$ cat src/rtl/vga_pkg.sv
// vga_pkg: VGA 640x400 timing constants, framebuffer geometry and the RAM access kinds shared by the scanout path.
package vga_pkg;
  localparam int H_VISIBLE = 640;
  localparam int H_FRONT = 16;
  localparam int H_SYNC = 96;
  localparam int H_BACK = 48;
  localparam int H_WHOLE = H_VISIBLE + H_FRONT + H_SYNC + H_BACK;
  localparam int V_VISIBLE = 400;
  localparam int V_FRONT = 12;
  localparam int V_SYNC = 2;
  localparam int V_BACK = 35;
  localparam int V_WHOLE = V_VISIBLE + V_FRONT + V_SYNC + V_BACK;
  localparam int FB_ADDR_W = 14;
  localparam int FB_DATA_W = 16;
  localparam int FRAME_WORDS = (H_VISIBLE * V_VISIBLE) / 16;
  typedef enum logic [1:0] {MEM_IDLE, MEM_FETCH, MEM_WRITE} mem_op_e;
endpackage

$ cat src/rtl/vga_scan_fifo.sv
// vga_scan_fifo: synchronous show-ahead FIFO holding prefetched scanout words.
module vga_scan_fifo #(
  parameter int DATA_W = 16,
  parameter int DEPTH = 4,
  parameter int CNT_W = $clog2(DEPTH) + 1
) (
  input  logic              clock,
  input  logic              reset_n,
  input  logic              flush,
  input  logic              push,
  input  logic [DATA_W-1:0] push_data,
  input  logic              pop,
  output logic [DATA_W-1:0] head,
  output logic [CNT_W-1:0]  count
);
  localparam int PTR_W = $clog2(DEPTH);
  logic [DATA_W-1:0] mem [DEPTH];
  logic [PTR_W-1:0] wr_ptr, rd_ptr;
  assign head = mem[rd_ptr];
  always_ff @(posedge clock or negedge reset_n)
    if (!reset_n) begin
      wr_ptr <= '0;
      rd_ptr <= '0;
      count <= '0;
    end else if (flush) begin
      wr_ptr <= '0;
      rd_ptr <= '0;
      count <= '0;
    end else begin
      assert (!(push && !pop && count == CNT_W'(DEPTH)));
      if (push) wr_ptr <= wr_ptr + 1'b1;
      if (pop) rd_ptr <= rd_ptr + 1'b1;
      count <= count + CNT_W'(push) - CNT_W'(pop);
    end
  always_ff @(posedge clock)
    if (push && !flush) mem[wr_ptr] <= push_data;
endmodule

$ cat src/rtl/vga_fb_arbiter.sv
// vga_fb_arbiter: shares the single-port framebuffer RAM between deadline-driven scanout prefetch and host writes.
module vga_fb_arbiter
  import vga_pkg::*;
#(
  parameter int ADDR_W = vga_pkg::FB_ADDR_W,
  parameter int DATA_W = vga_pkg::FB_DATA_W,
  parameter int FRAME_WORDS = vga_pkg::FRAME_WORDS,
  parameter int FIFO_DEPTH = 4,
  parameter int MAX_SCAN_RUN = 3
) (
  input  logic              clock,
  input  logic              reset_n,
  input  logic              frame_start,
  input  logic              scan_pop,
  output logic [DATA_W-1:0] scan_data,
  output logic              scan_valid,
  output logic              underrun,
  input  logic              host_valid,
  input  logic [ADDR_W-1:0] host_addr,
  input  logic [DATA_W-1:0] host_data,
  output logic              host_ready,
  output logic              mem_en,
  output logic              mem_we,
  output logic [ADDR_W-1:0] mem_addr,
  output logic [DATA_W-1:0] mem_wdata,
  input  logic [DATA_W-1:0] mem_rdata
);
  localparam int CNT_W = $clog2(FIFO_DEPTH) + 1;
  localparam int RUN_W = $clog2(MAX_SCAN_RUN + 1);
  logic [ADDR_W-1:0] fetch_addr;
  logic frame_done, inflight;
  logic [RUN_W-1:0] run_cnt;
  logic [CNT_W-1:0] count, reserved;
  logic [DATA_W-1:0] head;
  logic fetch_issue, host_fire, force_host, fifo_pop, fifo_push, last_word;
  mem_op_e mem_op;
  vga_scan_fifo #(.DATA_W(DATA_W), .DEPTH(FIFO_DEPTH), .CNT_W(CNT_W)) u_fifo (
    .clock(clock),
    .reset_n(reset_n),
    .flush(frame_start),
    .push(fifo_push),
    .push_data(mem_rdata),
    .pop(fifo_pop),
    .head(head),
    .count(count)
  );
  // The read in flight already owns a FIFO slot, so the FIFO can never overflow.
  assign reserved = count + CNT_W'(inflight);
  assign force_host = host_valid && run_cnt == RUN_W'(MAX_SCAN_RUN);
  assign fetch_issue = !frame_done && reserved < CNT_W'(FIFO_DEPTH) && !force_host && !frame_start;
  assign host_ready = reset_n && !fetch_issue;
  assign host_fire = host_valid && host_ready;
  assign mem_op = fetch_issue ? MEM_FETCH : host_fire ? MEM_WRITE : MEM_IDLE;
  assign mem_en = mem_op != MEM_IDLE;
  assign mem_we = mem_op == MEM_WRITE;
  assign mem_addr = !reset_n ? '0 : fetch_issue ? fetch_addr : host_addr;
  assign mem_wdata = reset_n ? host_data : '0;
  assign scan_valid = count != '0;
  assign scan_data = scan_valid ? head : '0;
  assign fifo_pop = scan_pop && scan_valid && !frame_start;
  assign fifo_push = inflight && !frame_start;
  assign last_word = fetch_addr == ADDR_W'(FRAME_WORDS - 1);
  always_ff @(posedge clock or negedge reset_n)
    if (!reset_n) begin
      fetch_addr <= '0;
      frame_done <= 1'b1;
      inflight <= 1'b0;
      run_cnt <= '0;
      underrun <= 1'b0;
    end else begin
      inflight <= fetch_issue;
      underrun <= !frame_start && (underrun || (scan_pop && !scan_valid));
      run_cnt <= (frame_start || !host_valid || host_fire) ? '0 :
                 (fetch_issue && run_cnt != RUN_W'(MAX_SCAN_RUN)) ? run_cnt + 1'b1 : run_cnt;
      if (frame_start) begin
        fetch_addr <= '0;
        frame_done <= 1'b0;
      end else if (fetch_issue) begin
        frame_done <= last_word;
        if (!last_word) fetch_addr <= fetch_addr + 1'b1;
      end
    end
endmodule

$ cat config.mk
export PLATFORM = sky130hd
export DESIGN_NAME = vga_fb_arbiter
export DESIGN_NICKNAME = d
export VERILOG_FILES = /design/src/rtl/vga_pkg.sv /design/src/rtl/vga_scan_fifo.sv /design/src/rtl/vga_fb_arbiter.sv
export SDC_FILE = /design/constraint.sdc
export NUM_CORES = 1
export LEC_CHECK = 0
export ABC_AREA = 1
export CORE_MARGIN = 2
export CORE_UTILIZATION = 54
export CTS_CLUSTER_DIAMETER = 120
export DETAILED_ROUTE_END_ITERATION = 10
export GPL_TIMING_DRIVEN = 0
export PLACE_DENSITY = 0.91
export SYNTH_ARGS = -nofsm -noshare
export SYNTH_HDL_FRONTEND = slang
export SYNTH_SLANG_ARGS = --single-unit
$ cat constraint.sdc
create_clock -name clock -period 3.94 [get_ports clock]
set_input_delay 1.182 -clock clock [delete_from_list [all_inputs] [get_ports clock]]
set_output_delay 1.182 -clock clock [all_outputs]
set_load 0.02 [all_outputs]
==> impl_metrics.py <==
metrics = {
    "worst_setup_path": {
        "r2r_slack_ns": 1.43,
        "required_ns": 2.76,
        "critical_path.cell_chain": "clkdlybuf4s50_1 > nand2_1 > nand2_1 > inv_1 > nand2_2 > nor2_4 > nand2_4 > inv_4 > buf_8 > nor2_1 > nor2_1 > buf_4",
        "cpPeakStageDelay_ns": 0.45,
        "cp-end-kind": "output port",
        "cp_max_fo": 10,
        "criticalPathCategory": "input port to output port",
        "slowest_stage": "clkdlybuf4s50_1",
        "worstPathArrival_ns": 2.67,
        "cp-start-kind": "input port",
    },
    "global_route": {
        "grt-ovfl-total": 0,
        "track_usage_pct": 24.3,
        "grt_max_degree": 31,
        "grt_pass1_vias": 3646,
        "grtUsageMet3_pct": 4.71,
        "antenna_found_initial": 0,
        "grt.met2_usage_pct": 42.8,
        "grt-busiest-layer": "met2",
        "grt_first_pass_wirelength_mm": 16.9,
        "use_met1_pct": 30.6,
    },
    "synth": {
        "ys_ff_latch": 90,
        "synthesis.nets": 553,
        "syn_inst": 493,
        "ys_warn_count": 0,
        "syn_avg_cell_area_um2": 9.03,
        "synth_top_family_by_area": "simple AND/OR/NAND/NOR gates",
        "yosys.area_share.simple_pct": 21.4,
        "synth.cell_area_um2": 4450,
        "muxShareOfSynthArea_pct": 0,
        "synth_compound_area_share_pct": 10.2,
        "synth_cell_types": 31,
        "synthAdderAreaFrac_pct": 2.70,
        "synth-seq-area-share_pct": 57.8,
        "synth_xor_area_share_pct": 0.787,
    },
    "timing": {
        "maxSlewViolCount": 0,
        "slew_headroom_pct": 35.4,
        "rsz0062_at_grt": "no",
        "period_share_pct": 97.8,
        "hold_violations": 0,
        "fmax_mhz": 259,
        "setup_viol": 0,
        "final.min_clock_period_ns": 3.85,
        "finalClockSkew_ns": 0.00665,
        "fin_ws_ns": 0.0862,
        "worst_pin_slew_ns": 0.965,
    },
    "cts": {
        "cts_tree": "done",
        "clk_latency_ns": 0.35,
        "clk_pin_slew_worst_paths_ns": 0.09,
        "cts_hold_buf": 0,
        "numCtsBuffers": 9,
        "cts.sinks": 90,
        "cts_buffer_depth": 2,
        "htree_num_levels": 3,
        "root_buffer": "clkbuf_8",
    },
    "placed_design": {
        "numPortBuffers": 100,
        "place_congestion": 0.863,
        "dp_hpwl_mm": 7.64,
        "post-place-ws_ns": -1.16,
    },
    "drt": {
        "firstDrtPassIters": 7,
        "dr.first_iter.drc_count": 196,
        "vias": 3849,
        "routedWlPerCell_um": 15.0,
        "avgViaCountPerCell": 5.36,
        "routed_wl_mm": 10.7,
        "remaining_drc_errors": 0,
        "ant_nets": 0,
    },
    "floorplan": {
        "dieArea_um2": 8990,
        "die_h_um": 94.8,
        "floorplan.initialDensity_pct": 55.0,
        "core-area_um2": 8090,
        "io-pin-count": 102,
        "fp-row-count": 33,
        "dieWidth_um": 94.8,
    },
    "worst_hold_path": {
        "holdCritPathClass": "flop to flop",
    },
    "run_status": {
        "status": "finished clean",
    },
    "pwr": {
        "total_power_mw": 3.07,
        "leakagePower_nw": 2.40,
        "ir_drop_mv": 0.261,
        "powerDensity_nw_per_um2": 530,
    },
    "finish": {
        "n_antenna_cell": 0,
        "area_delta_synth_final_pct": 30.2,
        "nFillCells": 599,
        "fin_nets": 668,
        "drive_above_1_share_pct": 10.1,
        "multi_input_area_um2": 1570,
        "ff_latch_area_um2": 2570,
    },
    "run": {
        "drv_cap": 0,
    },
}
power breakdown:
group / total, mW / internal (mW) / switching [mW]
clock network: 0.702 / 0.367 / 0.335
logic: 1.22 / 0.477 / 0.740
registers: 1.15 / 1.10 / 0.0515
timing repair:
action,in CTS,in global routing
pin swaps,1,1
gates cloned,0,0
endpoints found under the hold margin,0,0
setup endpoints to repair,33,20
gates resized for setup,57,13
buffers inserted,1,1
metal layers:
layer	routed length (µm)	up-vias	share of wire, %
met5	0	-	0
li1	-	1852	-
met3	800	17	7.4
met2	5500	196	51
met1	4260	1784	40
met4	183	0	1.7
per-stage QoR:
stage | cells | hold slack [ns] | area (µm²) | utilization (%) | setup TNS (ns)
6_report | 718 | 0.519 | 5800 | 71.6 | 0
5_1_grt | 718 | 0.535 | 5800 | 71.6 | 0
4_1_cts | 717 | 0.521 | 5780 | 71.5 | 0
3_5_place_dp | 700 | 0.493 | 5600 | 69.2 | -34.06
3_3_place_gp | 698 | 0.480 | 5590 | 69.0 | -32.36
2_1_floorplan | 493 | 0.484 | 4450 | - | 0
cells in the mapped netlist (all sizes together):
library cell | instances | area [µm²]
a21oi | 20 | 100
buf | 12 | 86.3
clkbuf | 10 | 38.8
clkinv | 1 | 3.75
dfrtp | 25 | 626
dfstp | 1 | 26.3
edfxtp | 64 | 1920
fa | 1 | 20.0
ha | 8 | 100
inv | 49 | 186
nand2 | 77 | 302
nand3 | 19 | 105
nand3b | 1 | 7.51
nand4 | 7 | 43.8
nor2 | 125 | 484
nor3 | 1 | 5.00
o21a | 1 | 7.51
o21ai | 62 | 318
o21bai | 4 | 30.0
or2 | 1 | 6.26
xor2 | 4 | 35.0
worst paths after layout:
check	start	end	cells past startpoint
max reg2reg	u_fifo.count[1]	u_fifo.count[2]	13
min reg2reg	frame_done	frame_done	2
min	frame_done	frame_done	2
min in group asynchronous	reset_n	fetch_addr[13]	1
max in group asynchronous	reset_n	frame_done	1
max	host_valid	mem_addr[12]	12
cell families (layout without fill, tap and decap cells):
| family | Yosys count | in the layout |
|---|---|---|
| AO/OA/AOI/OAI | 87 | 87 |
| XOR/XNOR | 4 | 4 |
| adder cells (fa/ha/maj) | 9 | 9 |
| flip-flops | 90 | 90 |
| buffers and inverters | 72 | 192 |
| AND/OR/NAND/NOR | 231 | 231 |
worst max-delay path: cells and delay by family:
| kind | cells | cell delay [ns] |
|---|---|---|
| buf+inv | 5 | 0.91 |
| simple gates | 7 | 0.58 |
layout make-up:
| type | instances | share of cell area (%) |
|---|---|---|
| clock buffers | 10 | 2.20 |
| multi-input cells | 331 | 27.1 |
| inverters | 50 | 3.28 |
| clock inverters | 6 | 1.68 |
| well taps | 105 | 2.27 |
| repair buffers | 104 | 16.8 |
| plain buffers | 22 | 2.31 |
| flip-flops and latches | 90 | 44.4 |
placed cells by master, fill, tap and decap left out, types with 9 or more instances in the layout:
cell / n
nand3_1: 17
nor2_1: 119
o21ai_0: 56
a21oi_1: 20
edfxtp_1: 64
nand2_1: 74
buf_4: 9
clkdlybuf4s50_1: 82
clkbuf_8: 9
buf_2: 15
dfrtp_1: 25
inv_1: 48
flip-flops by register name, indices dropped and copies added (netlist names):
signal         count
fetch_addr        14
frame_done         1
inflight           1
run_cnt            2
u_fifo.count       3
u_fifo.mem        64
u_fifo.rd_ptr      2
u_fifo.wr_ptr      2
underrun           1
Note: power is estimated with default switching activity, not from simulation.
